$ cat src/rtl/dmem_arbiter_if.sv
// Bus bundle between the load/store requesters, the data-RAM arbiter and the RAM.
// The arbiter takes the slave view; requesters plus RAM together take the master view.
interface dmem_arbiter_if #(
    parameter int ADDR_W = 7,
    parameter int DATA_W = 64
);
    logic              core_req;
    logic              core_we;
    logic [ADDR_W-1:0] core_addr;
    logic [DATA_W-1:0] core_wdata;
    logic              core_gnt;
    logic              core_stall;
    logic              core_rvalid;
    logic [DATA_W-1:0] core_rdata;

    logic              dbg_req;
    logic              dbg_we;
    logic              dbg_lock;
    logic [ADDR_W-1:0] dbg_addr;
    logic [DATA_W-1:0] dbg_wdata;
    logic              dbg_gnt;
    logic              dbg_rvalid;
    logic [DATA_W-1:0] dbg_rdata;

    logic              mem_en;
    logic              mem_we;
    logic [ADDR_W-1:0] mem_addr;
    logic [DATA_W-1:0] mem_wdata;
    logic [DATA_W-1:0] mem_rdata;

    modport slave (
        input  core_req, core_we, core_addr, core_wdata,
        input  dbg_req, dbg_we, dbg_lock, dbg_addr, dbg_wdata,
        input  mem_rdata,
        output core_gnt, core_stall, core_rvalid, core_rdata,
        output dbg_gnt, dbg_rvalid, dbg_rdata,
        output mem_en, mem_we, mem_addr, mem_wdata
    );

    modport master (
        output core_req, core_we, core_addr, core_wdata,
        output dbg_req, dbg_we, dbg_lock, dbg_addr, dbg_wdata,
        output mem_rdata,
        input  core_gnt, core_stall, core_rvalid, core_rdata,
        input  dbg_gnt, dbg_rvalid, dbg_rdata,
        input  mem_en, mem_we, mem_addr, mem_wdata
    );
endinterface

$ cat src/rtl/dmem_arbiter.sv
// Round-robin arbiter sharing the single-port data RAM between the core load/store
// port and the debug/loader port, with a debug burst lock guarded by a starvation watchdog.

module dmem_arbiter_chk (
    input logic clk,
    input logic rst,
    input logic core_gnt,
    input logic dbg_gnt,
    input logic core_rvalid,
    input logic dbg_rvalid,
    input logic mem_en,
    input logic mem_we
);
    a_one_grant: assert property (@(posedge clk) disable iff (!rst) !(core_gnt && dbg_gnt));
    a_one_rvalid: assert property (@(posedge clk) disable iff (!rst) !(core_rvalid && dbg_rvalid));
    a_we_needs_en: assert property (@(posedge clk) disable iff (!rst) (mem_we |-> mem_en));
    a_en_is_grant: assert property (@(posedge clk) disable iff (!rst) (mem_en == (core_gnt || dbg_gnt)));
endmodule

module dmem_arbiter #(
    parameter int ADDR_W   = 7,
    parameter int DATA_W   = 64,
    parameter int MAX_LOCK = 16
) (
    input  logic                clk,
    input  logic                rst,
    dmem_arbiter_if.slave       bus,
    output logic [15:0]         core_gnt_cnt,
    output logic [15:0]         dbg_gnt_cnt
);
    localparam logic [7:0]  MAX_LOCK_C = 8'(MAX_LOCK);
    localparam logic [7:0]  WAIT_SAT   = 8'hFF;
    localparam logic [15:0] CNT_SAT    = 16'hFFFF;

    logic              last_r;        // 0 = core won last, 1 = dbg won last
    logic              rd_pend_r;
    logic              rd_owner_r;    // 0 = core, 1 = dbg
    logic [7:0]        wait_cnt_r;
    logic [15:0]       core_cnt_r;
    logic [15:0]       dbg_cnt_r;

    logic              core_req_s;
    logic              dbg_req_s;
    logic              lock_eff_s;
    logic              core_win_s;
    logic              dbg_win_s;
    logic              rd_issue_s;
    logic              mem_we_s;
    logic [ADDR_W-1:0] mem_addr_s;
    logic [DATA_W-1:0] mem_wdata_s;

    // Requests are masked while reset is held so every output reads zero.
    assign core_req_s = bus.core_req & rst;
    assign dbg_req_s  = bus.dbg_req & rst;
    assign lock_eff_s = bus.dbg_lock & (wait_cnt_r < MAX_LOCK_C);

    // Arbitration: lock favours dbg, otherwise alternate away from the last winner.
    always_comb begin
        core_win_s = 1'b0;
        dbg_win_s  = 1'b0;
        case ({core_req_s, dbg_req_s})
            2'b11: begin
                if (lock_eff_s) begin
                    dbg_win_s = 1'b1;
                end else if (last_r) begin
                    core_win_s = 1'b1;
                end else begin
                    dbg_win_s = 1'b1;
                end
            end
            2'b10: begin
                if (lock_eff_s) begin
                    core_win_s = 1'b0;
                end else begin
                    core_win_s = 1'b1;
                end
            end
            2'b01: begin
                dbg_win_s = 1'b1;
            end
            default: begin
                core_win_s = 1'b0;
                dbg_win_s  = 1'b0;
            end
        endcase
    end

    // RAM command mux driven by the winner; write enable is forced low when idle.
    always_comb begin
        mem_we_s    = 1'b0;
        mem_addr_s  = bus.core_addr;
        mem_wdata_s = bus.core_wdata;
        if (dbg_win_s) begin
            mem_we_s    = bus.dbg_we;
            mem_addr_s  = bus.dbg_addr;
            mem_wdata_s = bus.dbg_wdata;
        end else if (core_win_s) begin
            mem_we_s    = bus.core_we;
            mem_addr_s  = bus.core_addr;
            mem_wdata_s = bus.core_wdata;
        end else begin
            mem_we_s    = 1'b0;
        end
    end

    assign rd_issue_s = (core_win_s & ~bus.core_we) | (dbg_win_s & ~bus.dbg_we);

    assign bus.core_gnt    = core_win_s;
    assign bus.dbg_gnt     = dbg_win_s;
    assign bus.core_stall  = core_req_s & ~core_win_s;
    assign bus.mem_en      = core_win_s | dbg_win_s;
    assign bus.mem_we      = mem_we_s;
    assign bus.mem_addr    = mem_addr_s;
    assign bus.mem_wdata   = mem_wdata_s;
    assign bus.core_rvalid = rd_pend_r & ~rd_owner_r;
    assign bus.dbg_rvalid  = rd_pend_r & rd_owner_r;
    assign bus.core_rdata  = (rd_pend_r & ~rd_owner_r) ? bus.mem_rdata : {DATA_W{1'b0}};
    assign bus.dbg_rdata   = (rd_pend_r & rd_owner_r) ? bus.mem_rdata : {DATA_W{1'b0}};
    assign core_gnt_cnt    = core_cnt_r;
    assign dbg_gnt_cnt     = dbg_cnt_r;

    // Round-robin pointer and read-return tracking; a reset drops any pending return.
    always_ff @(posedge clk or negedge rst) begin
        if (!rst) begin
            last_r     <= 1'b1;
            rd_pend_r  <= 1'b0;
            rd_owner_r <= 1'b0;
        end else begin
            if (core_win_s || dbg_win_s) begin
                last_r <= dbg_win_s;
            end
            rd_pend_r <= rd_issue_s;
            if (rd_issue_s) begin
                rd_owner_r <= dbg_win_s;
            end
        end
    end

    // Starvation watchdog: counts core cycles denied under the lock.
    always_ff @(posedge clk or negedge rst) begin
        if (!rst) begin
            wait_cnt_r <= 8'd0;
        end else if (core_win_s || !bus.dbg_lock) begin
            wait_cnt_r <= 8'd0;
        end else if (core_req_s && (wait_cnt_r != WAIT_SAT)) begin
            wait_cnt_r <= wait_cnt_r + 8'd1;
        end
    end

    // Saturating per-port grant counters.
    always_ff @(posedge clk or negedge rst) begin
        if (!rst) begin
            core_cnt_r <= 16'd0;
            dbg_cnt_r  <= 16'd0;
        end else begin
            if (core_win_s && (core_cnt_r != CNT_SAT)) begin
                core_cnt_r <= core_cnt_r + 16'd1;
            end
            if (dbg_win_s && (dbg_cnt_r != CNT_SAT)) begin
                dbg_cnt_r <= dbg_cnt_r + 16'd1;
            end
        end
    end

    dmem_arbiter_chk u_chk (
        .clk         (clk),
        .rst         (rst),
        .core_gnt    (core_win_s),
        .dbg_gnt     (dbg_win_s),
        .core_rvalid (bus.core_rvalid),
        .dbg_rvalid  (bus.dbg_rvalid),
        .mem_en      (bus.mem_en),
        .mem_we      (bus.mem_we)
    );
endmodule

$ cat src/flat_wrapper.sv
// flat-port wrapper written by rule: the top's interface ports become plain ports
module dmem_arbiter_flat 
#(
    parameter int ADDR_W   = 7,
    parameter int DATA_W   = 64,
    parameter int MAX_LOCK = 16
)
  (clk, rst, core_gnt_cnt, dbg_gnt_cnt, bus_core_req, bus_core_we, bus_core_addr, bus_core_wdata, bus_dbg_req, bus_dbg_we, bus_dbg_lock, bus_dbg_addr, bus_dbg_wdata, bus_mem_rdata, bus_core_gnt, bus_core_stall, bus_core_rvalid, bus_core_rdata, bus_dbg_gnt, bus_dbg_rvalid, bus_dbg_rdata, bus_mem_en, bus_mem_we, bus_mem_addr, bus_mem_wdata);
  dmem_arbiter_if #(.ADDR_W(ADDR_W), .DATA_W(DATA_W)) bus_i ();
  input  logic clk;
  input  logic rst;
  output logic [15:0] core_gnt_cnt;
  output logic [15:0] dbg_gnt_cnt;
  input wire logic [$bits(bus_i.core_req)-1:0] bus_core_req;
  input wire logic [$bits(bus_i.core_we)-1:0] bus_core_we;
  input wire logic [$bits(bus_i.core_addr)-1:0] bus_core_addr;
  input wire logic [$bits(bus_i.core_wdata)-1:0] bus_core_wdata;
  input wire logic [$bits(bus_i.dbg_req)-1:0] bus_dbg_req;
  input wire logic [$bits(bus_i.dbg_we)-1:0] bus_dbg_we;
  input wire logic [$bits(bus_i.dbg_lock)-1:0] bus_dbg_lock;
  input wire logic [$bits(bus_i.dbg_addr)-1:0] bus_dbg_addr;
  input wire logic [$bits(bus_i.dbg_wdata)-1:0] bus_dbg_wdata;
  input wire logic [$bits(bus_i.mem_rdata)-1:0] bus_mem_rdata;
  output wire logic [$bits(bus_i.core_gnt)-1:0] bus_core_gnt;
  output wire logic [$bits(bus_i.core_stall)-1:0] bus_core_stall;
  output wire logic [$bits(bus_i.core_rvalid)-1:0] bus_core_rvalid;
  output wire logic [$bits(bus_i.core_rdata)-1:0] bus_core_rdata;
  output wire logic [$bits(bus_i.dbg_gnt)-1:0] bus_dbg_gnt;
  output wire logic [$bits(bus_i.dbg_rvalid)-1:0] bus_dbg_rvalid;
  output wire logic [$bits(bus_i.dbg_rdata)-1:0] bus_dbg_rdata;
  output wire logic [$bits(bus_i.mem_en)-1:0] bus_mem_en;
  output wire logic [$bits(bus_i.mem_we)-1:0] bus_mem_we;
  output wire logic [$bits(bus_i.mem_addr)-1:0] bus_mem_addr;
  output wire logic [$bits(bus_i.mem_wdata)-1:0] bus_mem_wdata;
  assign bus_i.core_req = bus_core_req;
  assign bus_i.core_we = bus_core_we;
  assign bus_i.core_addr = bus_core_addr;
  assign bus_i.core_wdata = bus_core_wdata;
  assign bus_i.dbg_req = bus_dbg_req;
  assign bus_i.dbg_we = bus_dbg_we;
  assign bus_i.dbg_lock = bus_dbg_lock;
  assign bus_i.dbg_addr = bus_dbg_addr;
  assign bus_i.dbg_wdata = bus_dbg_wdata;
  assign bus_i.mem_rdata = bus_mem_rdata;
  assign bus_core_gnt = bus_i.core_gnt;
  assign bus_core_stall = bus_i.core_stall;
  assign bus_core_rvalid = bus_i.core_rvalid;
  assign bus_core_rdata = bus_i.core_rdata;
  assign bus_dbg_gnt = bus_i.dbg_gnt;
  assign bus_dbg_rvalid = bus_i.dbg_rvalid;
  assign bus_dbg_rdata = bus_i.dbg_rdata;
  assign bus_mem_en = bus_i.mem_en;
  assign bus_mem_we = bus_i.mem_we;
  assign bus_mem_addr = bus_i.mem_addr;
  assign bus_mem_wdata = bus_i.mem_wdata;
  dmem_arbiter #(.ADDR_W(ADDR_W), .DATA_W(DATA_W), .MAX_LOCK(MAX_LOCK)) u_core (.clk(clk), .rst(rst), .bus(bus_i), .core_gnt_cnt(core_gnt_cnt), .dbg_gnt_cnt(dbg_gnt_cnt));
endmodule
$ cat config.mk
export PLATFORM = sky130hd
export DESIGN_NAME = dmem_arbiter_flat
export DESIGN_NICKNAME = d
export VERILOG_FILES = /design/src/rtl/dmem_arbiter_if.sv /design/src/rtl/dmem_arbiter.sv /design/src/flat_wrapper.sv
export SDC_FILE = /design/constraint.sdc
export NUM_CORES = 1
export LEC_CHECK = 0
export ABC_AREA = 1
export BUFFER_PORTS_ARGS = -buffer_cell sky130_fd_sc_hd__buf_2
export CORE_AREA = 5 5 173 175
export CTS_CLUSTER_SIZE = 24
export DETAILED_ROUTE_END_ITERATION = 10
export DIE_AREA = 0 0 178 180
export PLACE_DENSITY = 0.47
export SLEW_MARGIN = 15
export SYNTH_ARGS = -nofsm -noshare
export SYNTH_HDL_FRONTEND = slang
export SYNTH_HIERARCHICAL = 1
export SYNTH_SLANG_ARGS = --single-unit
$ cat constraint.sdc
create_clock -name clk -period 1.9 [get_ports clk]
set_input_delay 0 -clock clk [delete_from_list [all_inputs] [get_ports clk]]
set_output_delay 0 -clock clk [all_outputs]
set_load 0.03 [all_outputs]
======== After elaboration in Yosys (flattened, before gate mapping) ========
Index checks and enable logic that the tools add are counted.
W data, S select, Z words.
word-level totals
  memories ................................ 0
  bits in writable memories ............... 0
  latch bits .............................. 0
  input bits .............................. 213
  bits in read-only memories .............. 0
  logic and storage cells ................. 52
  output and inout bits ................... 238
  flip-flop bits (word level) ............. 43
cells by class
  shift-type cells ........................ 0
  reductions and logical operators ........ 7
  multiply operators ...................... 0
  equal/unequal tests ..................... 6
  magnitude comparators ................... 1
  $add $sub $neg .......................... 3
  bitwise logic cells ..................... 14
  divide/modulo/power cells ............... 0
  multiplexer cells ....................... 15
operator list
  operator                 number
  $mux W64                 3
  $add A16 B1 Y16 const B  2
  $ne A16 B16 Y1 const B   2
  $mux W8                  2
  $add A8 B1 Y8 const B    1
  $and A1 B1 Y1            8
  $lt A8 B5 Y1 const B     1
  $ne A8 B8 Y1 const B     1
  $mux W1                  7
  $mux W7                  1
  $eq A2 B2 Y1 const B     2
  $not A1 Y1               4
  $pmux W1 S2              2
  $logic_and A1 B1 Y1      3
  $eq A2 B1 Y1 const B     1
  $logic_or A1 B1 Y1       2
  $or A1 B1 Y1             2
  $reduce_bool A2 Y1       1
  $logic_not A1 Y1         1

======== Depth between registers and ports, before layout ========
Gate-level depths: netlist of run 1.
  word-level depth ........................ 6
  mapped depth ............................ 9

======== Least setup slack after synthesis of run 1 ========
Ideal clock, no wire load.
  path type ............................... register to register
  from .................................... register u_core.core_cnt_r[0], in the netlist u_core/core_gnt_cnt[0]
  to ...................................... register u_core.core_cnt_r[5], in the netlist u_core/core_gnt_cnt[5]
  path slack .............................. 0.157 ns
  data arrival time ....................... 1.624 ns
  cell stages (with the launch flop) ...... 10
  data required time ...................... 1.782 ns
  library setup time ...................... 0.118 ns
  cell sequence ........................... dfrtp_1 > ha_1 > nand2_1 > nor2_4 > nand2_2 > nor2_2 > nor2_4 > buf_6 > nand2_1 > o21ai_2
between the ends
  cells in the longest elaborated chain, start to end .. 2
RTL lines
  what                                                                     line                 text
  start, declared                                                          dmem_arbiter.sv:39   logic [15:0] core_cnt_r;
  start signal, assigned                                                   dmem_arbiter.sv:157  core_cnt_r <= core_cnt_r + 16'd1;
  parallel branches: the longest is 2 deep, another holds $add A16 B1 Y16  -
Several ways; the timed one is not identified.
A chain may end at the register's enable or synchronous reset.

======== Worst setup path after layout of run 1 ========
  from .................................... register u_core.wait_cnt_r[7]
  to ...................................... output port bus_mem_wdata[57]
between the ends
  cells in the longest elaborated chain, start to end .. 5
RTL lines
  what                    line                 text
  start, declared         dmem_arbiter.sv:38   logic [7:0] wait_cnt_r;
  start signal, assigned  dmem_arbiter.sv:146  wait_cnt_r <= wait_cnt_r + 8'd1;
  $lt A8 B5 Y1            dmem_arbiter.sv:55   assign lock_eff_s = bus.dbg_lock & (wait_cnt_r < MAX_LOCK_C);
  $and A1 B1 Y1           dmem_arbiter.sv:55
  $mux W1                 dmem_arbiter.sv:63   if (lock_eff_s) begin
  $pmux W1 S2             dmem_arbiter.sv:61   case ({core_req_s, dbg_req_s})
  $mux W64                dmem_arbiter.sv:93   if (dbg_win_s) begin
  end, declared           flat_wrapper.sv:34   output wire logic [$bits(bus_i.mem_wdata)-1:0] bus_mem_wdata;
Every way passes these cells.

==> results.yml, run 1 <==
timing:
  rsz0062_at_grt: "yes"
  period_minus_slack_ps: 1850
  fin_ws_ps: 53.2
  hold_viol_final: 0
  worst_pin_slew_ps: 607
  maxClockFrequency_mhz: 541
  setup-tns-final_ps: 0
  maxSlewHeadroom_pct: 59.6
  drv_slew: 0
  period_share_pct: 97.2
  finalSetupViolations: 0
  skew_ps: 4.66
worst_setup_path:
  critPathRequiredTime_ps: 1900
  reg2reg_to: "u_core/core_gnt_cnt[0]$_DFFE_PN0P_"
  slowest_stage: "dfrtp_1"
  cp_max_fo: 10
  timing.rr.start: "u_core/core_gnt_cnt[1]$_DFFE_PN0P_"
  max_stage_delay_ps: 410
  crit_top_cell: "nand2_1"
  path_class: "reg2out"
  r2r_slack_ps: 210
  cp.arrival_ps: 1850
  worst-r2r-cell-count: 9
  endpoint_kind: "output pin"
  startpoint_type: "register"
  path_cells: "nor2_2 -> nand3_2 -> nand2_4 -> nand2_8 -> buf_12 -> clkbuf_16 -> nand2_1 -> nand2_1 -> buf_6"
clocking:
  clock_path_buffers: 2
  numCtsBuffers: 5
  clk_latency_ps: 290
  cts.sinks: 43
  cts_tree: "done"
  path_clk_slew_ps: 60
  htreeDepth: 2
  clock-root-buffer: "clkbuf_16"
floorplan:
  die_h_um: 180
  core_mm2: 0.0283
  dieArea_mm2: 0.0320
  floorplan.initialDensity_pct: 15.8
  io_pins: 451
  die_w_um: 178
  rows: 62
yosys:
  synth_nets: 1063
  synth_fa_ha_area_share_pct: 0.840
  ys.warnings.count: 6
  synth-simple-area-share_pct: 55.9
  seq_area_frac_synth_pct: 24.1
  synth-seq-cells: 43
  synth_top_area_share_pct: 33.2
  synth_top_family_by_area: "simple AND/OR/NAND/NOR gates"
  synthXorXnorAreaFrac_pct: 1.57
  syn_inst: 847
  synthTopCellsByArea: "nand2_1 (33%), dfrtp_1 (24%), nor2_1 (15%)"
  ys_types: 27
  synth_area_leader_cell: "nand2_1"
  synth.avg_cell_area_um2: 5.28
  synth.area.mux_share_pct: 0
  synth_compound_area_share_pct: 4.37
  netlist_area_mm2: 0.00447
global_routing:
  grt_pass1_wl_mm: 42.5
  grt_overflow: 0
  grt_start_max_net_pins: 49
  grt_pass1_vias: 6462
  grt_usage_pct: 17.6
  antenna_found_initial: 11
drt:
  drt_iter0_markers: 339
  drt_wl_total_mm: 31.6
  viasPerCell: 4.01
  first_pass_iters: 5
  drtAntennaViolNets: 0
  num_vias: 6854
  wl_per_cell_um: 18.5
  drc: 0
worst_hold_path:
  hold_start: "bus_dbg_we"
  min_path_type: "in2reg"
  holdPathStages: 3
  min_to: "u_core/rd_owner_r$_DFFE_PN0P_"
layout:
  fin_area_mm2: 0.00817
  final_common_cell: "buf_2"
  num-fill-cells: 3273
  area_growth_pct: 82.8
  final_cell_mix: "buf_2 (394), nand2_1 (379), nor2_1 (170), inv_1 (99), dfrtp_1 (42)"
  final_layout_size_suffix_gt1_share_pct: 42.7
  fin_nets: 1536
run:
  maxCapViolations: 0
status:
  status: "finished clean"
placement:
  place_worst_setup_slack_ps: -21.3
  placed_area_mm2: 0.00729
  port-buffer-count: 450
  gp_congestion: 0.914
  place_hpwl_mm: 26.1
pwr:
  power.density_mw_per_mm2: 598
  ir_drop_mv: 0.550
  leakagePower_nw: 5.12
## Yosys cell counts
library cell and count:
nand2_1 395, nor2_1 173, inv_1 101, dfrtp_1 42, nand3_1 26, o21ai_2 13
clkbuf_1 11, buf_2 10, nand4_1 10, o21ai_0 10, nand2_2 8, xor2_1 8
buf_6 5, buf_4 4, inv_2 4, nor2_2 4, nor2_4 4, a21oi_1 3
buf_1 3, ha_1 3, nand3b_1 3, nand3_2 2, a21boi_0 1, a21oi_2 1
dfstp_2 1, inv_4 1, nand2_4 1
## cell type report
class                      count  area [um^2]  share of cell area (%)
sequential                    43         1080                    13.2
clock inverter                 2         12.5                   0.153
clock buffer                   6          129                    1.58
tap                          384          480                    5.88
multi-input combinational    667         2890                    35.4
inverter                     106          414                    5.07
timing repair buffer         497         3150                    38.5
antenna                        6         15.0                   0.184
## sequential cells by signal, indices dropped and copies added (netlist names)
register	cells
u_core/core_gnt_cnt	16
u_core/dbg_gnt_cnt	16
u_core/last_r	1
u_core/rd_owner_r	1
u_core/rd_pend_r	1
u_core/wait_cnt_r	8
## per-layer routing
layer  vias to the layer above  share of wire (%)  global-route usage [%]
li1                       3467                  -                       -
met1                      3088                 40                    20.6
met2                       277                 45                    28.2
met3                        18                 14                    11.0
met4                         4               0.48                    2.38
met5                         -              0.066                       0
## timing repair
action | 4_1_cts | 5_1_grt
pin swaps | 1 | 9
hold endpoints to repair | 44 | 0
hold buffers | 2 | 0
setup buffers | 1 | 4
endpoints found under the setup margin | 69 | 84
resized for setup | 36 | 121
gates cloned | 2 | 10
## where the power goes
group	internal [mW]	leakage [nW]	total (mW)	switching, mW
logic	0.959	4.49	2.77	1.81
registers	1.06	0.566	1.24	0.177
clock network	0.486	0.0669	0.869	0.382
## kinds of logic (layout without fill, tap and decap cells)
group / count (synthesis) / after routing
XOR/XNOR: 8 / 8
flip-flops: 43 / 43
AO/OA/AOI/OAI: 28 / 28
adder cells (fa/ha/maj): 3 / 3
AND/OR/NAND/NOR: 626 / 628
buffers and inverters: 139 / 611
other: 0 / 6
## worst max path at each step
stage / slack [ps] / startpoint / to / depth (start not counted)
after global placement: 10 / u_core/core_gnt_cnt[1]$_DFFE_PN0P_ / u_core/core_gnt_cnt[13]$_DFFE_PN0P_ / 9
after global routing: -50 / u_core/wait_cnt_r[6]$_DFFE_PN0P_ / bus_mem_wdata[40] / 9
after CTS: -5 / u_core/wait_cnt_r[7]$_DFFE_PN0P_ / bus_mem_wdata[42] / 9
final: 50 / u_core/wait_cnt_r[7]$_DFFE_PN0P_ / bus_mem_wdata[57] / 9
after detailed placement: -20 / u_core/core_gnt_cnt[1]$_DFFE_PN0P_ / u_core/core_gnt_cnt[0]$_DFFE_PN0P_ / 9
after floorplan: 160 / u_core/core_gnt_cnt[0]$_DFFE_PN0P_ / u_core/core_gnt_cnt[5]$_DFFE_PN0P_ / 9
## critical path, delay by kind of cell (launching register included)
| kind | cells | cell delay (ps) |
|---|---|---|
| buffers and inverters | 3 | 490 |
| DFF | 1 | 410 |
| and+or+nand+nor | 6 | 650 |
## stage by stage
step,hold slack (ps),utilization (%),instances,power [mW]
6_report,25.1,28.8,1711,4.88
5_1_grt,33.1,28.8,1711,5.19
4_1_cts,12.3,26.8,1691,4.75
3_5_place_dp,183,25.8,1678,3.79
3_3_place_gp,188,25.8,1678,3.79
2_1_floorplan,-296,-,847,2.74
Power figures use the tool's default switching activity.
==> inputs of run 2 (changes only) <==
--- a/config.mk
+++ b/config.mk
@@ -5,13 +5,12 @@
 export SDC_FILE = /design/constraint.sdc
 export NUM_CORES = 1
 export LEC_CHECK = 0
-export ABC_AREA = 1
 export BUFFER_PORTS_ARGS = -buffer_cell sky130_fd_sc_hd__buf_2
-export CORE_AREA = 5 5 173 175
+export CORE_AREA = 4 4 174 176
 export CTS_CLUSTER_SIZE = 24
 export DETAILED_ROUTE_END_ITERATION = 10
 export DIE_AREA = 0 0 178 180
-export PLACE_DENSITY = 0.47
+export PLACE_DENSITY = 0.45
 export SLEW_MARGIN = 15
 export SYNTH_ARGS = -nofsm -noshare
 export SYNTH_HDL_FRONTEND = slang
==> results.yml, run 2 <==
status:
  status: "finished clean"
layout:
  fin_nets: 1284
  final_common_cell: "buf_2"
  final_cells: 1458
  area_growth_pct: 101
  final_layout_size_suffix_gt1_share_pct: 55.9
  fin_area_mm2: 0.00821
  final_cell_mix: "buf_2 (381), nand2_1 (185), and2_1 (70), and3_1 (67), buf_6 (57)"
pwr:
  clkPwrFrac_pct: 16.5
  swShare_pct: 46.9
  power.density_mw_per_mm2: 627
  ir_drop_mv: 0.532
  seqPwrFrac_pct: 24.5
  p_sw_mw: 2.42
  power.total_mw: 5.15
  leakagePower_nw: 4.87
  combinationalPowerShare_pct: 59.0
  p_int_mw: 2.73
timing:
  period_share_pct: 98.6
  fin_ws_ps: 26.2
  maxSlewHeadroom_pct: 63.4
  maxClockFrequency_mhz: 534
  rsz0062_at_grt: "yes"
  period_minus_slack_ps: 1870
  skew_ps: 8.21
  hold_viol_final: 0
  worst_pin_slew_ps: 544
  drv_slew: 0
  hold_ws_ps: 42.6
  finalSetupViolations: 0
worst_setup_path:
  cp_max_fo: 6
  timing.critical_path.buf_inv: 5
  startpoint: "u_core/last_r$_DFFE_PN1P_"
  startpoint_type: "register"
  endpoint_kind: "output pin"
  max_stage_delay_ps: 540
  timing.rr.start: "u_core/dbg_gnt_cnt[1]$_DFFE_PN0P_"
  cp.arrival_ps: 1870
  slowest_stage: "dfstp_2"
  path_cells: "nand2_2 -> a22oi_2 -> buf_6 -> inv_4 -> buf_12 -> buf_12 -> nand2_1 -> nand2_1 -> buf_6"
  path_class: "reg2out"
  crit_family: "buffers and inverters"
  critPathRequiredTime_ps: 1900
yosys:
  ys.flop_type: "dfrtp_1"
  synthTopCellsByCount: "nand2_1 (233), and2_1 (70), and3_1 (67)"
  yosysMostFrequentCell: "nand2_1"
  ys_types: 54
  synth_top_area_share_pct: 25.8
  syn_inst: 592
  synth_nets: 808
  netlist_area_mm2: 0.00408
  seq_area_frac_synth_pct: 26.4
  synthTopCellsByArea: "dfrtp_1 (26%), nand2_1 (21%), and2_1 (11%)"
  ys.warnings.count: 6
  synth_edf_count: 0
  synth-seq-cells: 43
  synth.avg_cell_area_um2: 6.89
  synth_area_leader_cell: "dfrtp_1"
  async_reset_ff_share_pct: 100
run:
  maxCapViolations: 0
clocking:
  clock-root-buffer: "clkbuf_16"
  numCtsBuffers: 5
  clock_path_buffers: 2
  htreeDepth: 2
  path_clk_slew_ps: 60
  cts_tree: "done"
  clk_latency_ps: 290
  cts.sinks: 43
placement:
  place_hpwl_mm: 24.4
  gp_congestion: 0.910
  port-buffer-count: 450
  placed_area_mm2: 0.00701
  place_worst_setup_slack_ps: 80.3
  dp_cells: 1418
global_routing:
  grt_usage_pct: 16.5
  grt_pass1_wl_mm: 39.8
  grt_start_max_net_pins: 67
  grt_pass1_vias: 5772
  grt_overflow: 0
  antenna_found_initial: 14
drt:
  first_pass_iters: 5
  drt_wl_total_mm: 29.5
  drc: 0
  wl_per_cell_um: 20.2
  drt_iter0_markers: 252
  num_vias: 6053
  viasPerCell: 4.15
  drtAntennaViolNets: 0
floorplan:
  dieArea_mm2: 0.0320
  die_w_um: 178
  core_mm2: 0.0286
  floorplan.initialDensity_pct: 14.3
  die_h_um: 180
  io_pins: 451
  rows: 62
worst_hold_path:
  hold_start: "bus_dbg_lock"
  min_path_type: "in2reg"
run 2: cell types whose count changed after synthesis, sizes merged, moves of 16 or more:
cell / delta
nor2: -173
and2: +70
inv: -101
and3: +67
clkbuf: +16
nand2: -170
o21ai: -21
run 2: worst reg2reg max path, delay by kind of cell (launching register included):
kind / cells / cell delay (ps)
flops: 1 / 400
fa+ha+maj: 1 / 180
mux: 1 / 330
simple gates: 2 / 610
compound gates: 1 / 180
run 2: cell type report:
cell class / instances / area (um^2)
clock inverters: 2 / 13.8
diodes: 5 / 12.5
fillers: 3171 / 20400
multi-input cells: 502 / 3010
flip-flops and latches: 43 / 1090
inverters: 6 / 25.0
clock buffers: 6 / 129
well taps: 384 / 480
repair buffers: 510 / 3440
run 2: layer usage:
| layer | global-route usage, % | routed length, um | part of all wire (%) |
|---|---|---|---|
| met1 | 21.3 | 12500 | 42 |
| met2 | 28.4 | 14400 | 49 |
| met3 | 3.61 | 2170 | 7.4 |
| met4 | 3.13 | 383 | 1.3 |
| met5 | 0 | 22 | 0.075 |
run 2: cell families after synthesis:
family / after synthesis / synth area share [%]
simple gates: 435 / 53.1
compound gates: 27 / 6.26
flops: 43 / 26.4
xor+xnor: 30 / 6.44
mux: 7 / 1.87
fa+ha+maj: 3 / 0.920
buf+inv: 47 / 4.97
run 2: worst paths after layout:
check | to | slack [ps] | cells past startpoint
worst min-delay path | u_core/wait_cnt_r[7]$_DFFE_PN0P_ | 40 | 3
min in group asynchronous | u_core/wait_cnt_r[2]$_DFFE_PN0P_ | 170 | 2
worst max register to register | u_core/dbg_gnt_cnt[1]$_DFFE_PN0P_ | 90 | 5
max in group asynchronous | u_core/dbg_gnt_cnt[0]$_DFFE_PN0P_ | 910 | 3
worst min register to register | u_core/core_gnt_cnt[9]$_DFFE_PN0P_ | 500 | 1
worst max-delay path | bus_mem_wdata[42] | 30 | 9
run 2: power groups by stage:
stage / sequential [mW] / combinational [mW] / clock, mW
after floorplan: 1.52 / 1.26 / 0
after global placement: 1.27 / 2.59 / 0
after detailed placement: 1.28 / 2.59 / 0
after CTS: 1.26 / 2.72 / 0.889
after global routing: 1.29 / 3.23 / 0.933
final: 1.26 / 3.04 / 0.851
run 2: repair_timing:
item / CTS / global route
endpoints found under the setup margin: 73 / 76
pin swaps: 2 / 18
endpoints found under the hold margin: 45 / 0
gates resized for setup: 35 / 216
cloned: 3 / 9
hold buffers: 3 / 0
setup buffers: 6 / 6
run 2: stage by stage:
stage / util [%] / TNS, ps
4_1_cts: 26.0 / -86.2
5_1_grt: 28.7 / -1070
3_5_place_dp: 24.5 / 0
2_1_floorplan: - / -44.7
3_3_place_gp: 24.5 / 0
6_report: 28.7 / 0
==> inputs of run 3 (changes only) <==
--- a/config.mk
+++ b/config.mk
@@ -11,6 +11,7 @@
 export DETAILED_ROUTE_END_ITERATION = 10
 export DIE_AREA = 0 0 178 180
 export PLACE_DENSITY = 0.45
+export RECOVER_POWER = 100
 export SLEW_MARGIN = 15
 export SYNTH_ARGS = -nofsm -noshare
 export SYNTH_HDL_FRONTEND = slang
==> results.yml, run 3 (synthesis gave the netlist of run 2 again) <==
status:
  status: "finished clean"
placement:
  place_hpwl_mm: 24.4
  dp_cells: 1418
  place_worst_setup_slack_ps: 80.3
  port-buffer-count: 450
  gp_congestion: 0.910
  placed_area_mm2: 0.00701
floorplan:
  io_pins: 451
  core_mm2: 0.0286
  dieArea_mm2: 0.0320
  floorplan.initialDensity_pct: 14.3
  die_w_um: 178
  die_h_um: 180
  rows: 62
clocking:
  clock_path_buffers: 2
  cts.sinks: 43
  clk_latency_ps: 290
  path_clk_slew_ps: 60
  htreeDepth: 2
  clock-root-buffer: "clkbuf_16"
  cts_tree: "done"
  numCtsBuffers: 5
worst_hold_path:
  min_path_type: "in2reg"
run:
  maxCapViolations: 0
pwr:
  ir_drop_mv: 0.520
  power.density_mw_per_mm2: 631
  leakagePower_nw: 4.42
drt:
  first_pass_iters: 4
  drtAntennaViolNets: 0
  num_vias: 6068
  viasPerCell: 4.16
  drt_wl_total_mm: 29.5
  drt_iter0_markers: 255
  drc: 0
  wl_per_cell_um: 20.3
layout:
  final_common_cell: "buf_2"
  num-fill-cells: 3222
  final_cells: 1457
  post-route-util_pct: 28.2
  final_cell_mix: "buf_2 (233), nand2_1 (185), clkbuf_1 (102), and3_1 (67), and2_1 (66)"
  fin_nets: 1284
  fin_area_mm2: 0.00807
  final_layout_size_suffix_gt1_share_pct: 46.4
  area_growth_pct: 97.7
timing:
  rsz0062_at_grt: "yes"
  hold_viol_final: 0
  skew_ps: 8.36
  drv_slew: 0
  worst_pin_slew_ps: 1010
  finalSetupViolations: 0
  period_share_pct: 98.7
  fin_ws_ps: 24.1
  maxClockFrequency_mhz: 533
  maxSlewHeadroom_pct: 32.6
  period_minus_slack_ps: 1880
worst_setup_path:
  critPathRequiredTime_ps: 1900
  cp.arrival_ps: 1880
  endpoint_kind: "output pin"
  path_class: "reg2out"
  startpoint_type: "register"
  cp_max_fo: 3
global_routing:
  grt_usage_pct: 16.5
  grt_start_max_net_pins: 67
  grt_pass1_vias: 5772
  grt_pass1_wl_mm: 39.8
  grt_overflow: 0
  antenna_found_initial: 14
## run 3: cell types whose count changed in the layout (fill, tap and decap cells not counted), sizes merged
cell    delta
diode      -1
clkbuf   +150
buf      -150
## run 3: repair_timing
action	in CTS	in global routing
setup buffers	6	6
endpoints found under the setup margin	73	76
endpoints found under the hold margin	45	0
gates cloned	3	9
pin swaps	2	18
resized for setup	35	216
hold buffers	3	0
## run 3: power by group
group / switching (mW) / total, mW / internal (mW) / leakage (nW)
Sequential: 0.188 / 1.26 / 1.07 / 0.551
Clock: 0.364 / 0.852 / 0.488 / 0.0709
Combinational: 1.87 / 2.98 / 1.11 / 3.80
Total: 2.42 / 5.09 / 2.67 / 4.42
## run 3: area by class of cell
cell class	instances	area, um^2	share of cell area, %
diodes	4	10.0	0.124
clock buffers	6	129	1.60
clock inverters	2	13.8	0.171
inverters	6	25.0	0.310
multi-input cells	502	3000	37.2
flip-flops and latches	43	1090	13.5
well taps	384	480	5.96
repair buffers	510	3320	41.1
## run 3: worst paths after layout
check / from / to / slack [ps] / depth (start not counted)
min: bus_dbg_lock / u_core/wait_cnt_r[7]$_DFFE_PN0P_ / 40 / 3
max: u_core/wait_cnt_r[4]$_DFFE_PN0P_ / bus_mem_we / 20 / 6
max in group asynchronous: rst / u_core/dbg_gnt_cnt[0]$_DFFE_PN0P_ / 320 / 3
min in group asynchronous: rst / u_core/wait_cnt_r[2]$_DFFE_PN0P_ / 270 / 2
max reg2reg: u_core/wait_cnt_r[4]$_DFFE_PN0P_ / u_core/core_gnt_cnt[1]$_DFFE_PN0P_ / 60 / 6
min reg2reg: u_core/core_gnt_cnt[9]$_DFFE_PN0P_ / u_core/core_gnt_cnt[9]$_DFFE_PN0P_ / 500 / 1
## run 3: per-stage QoR
step           hold slack (ps)  power [mW]  setup TNS (ps)
2_1_floorplan             -296        2.78           -44.7
3_3_place_gp              -153        3.86               0
3_5_place_dp              -148        3.87               0
5_1_grt                   59.7        5.39           -1590
6_report                  44.0        5.09               0
4_1_cts                   49.1        4.87           -86.2
## run 3: critical path: stages, from the launching register on
cell,delay (ps)
dfrtp_2,430
or3_1,440
o221ai_4,200
buf_12,140
inv_1,50
a22o_1,190
buf_6,140
## run 3: metal layers
metal | global-route usage (%) | up-vias | share of wire, % | routed length (um)
met4 | 3.13 | 4 | 1.4 | 421
met2 | 28.4 | 273 | 49 | 14300
met5 | 0 | - | 0.074 | 22
li1 | - | 2923 | - | -
met1 | 21.3 | 2827 | 43 | 12600
met3 | 3.61 | 41 | 7.3 | 2140
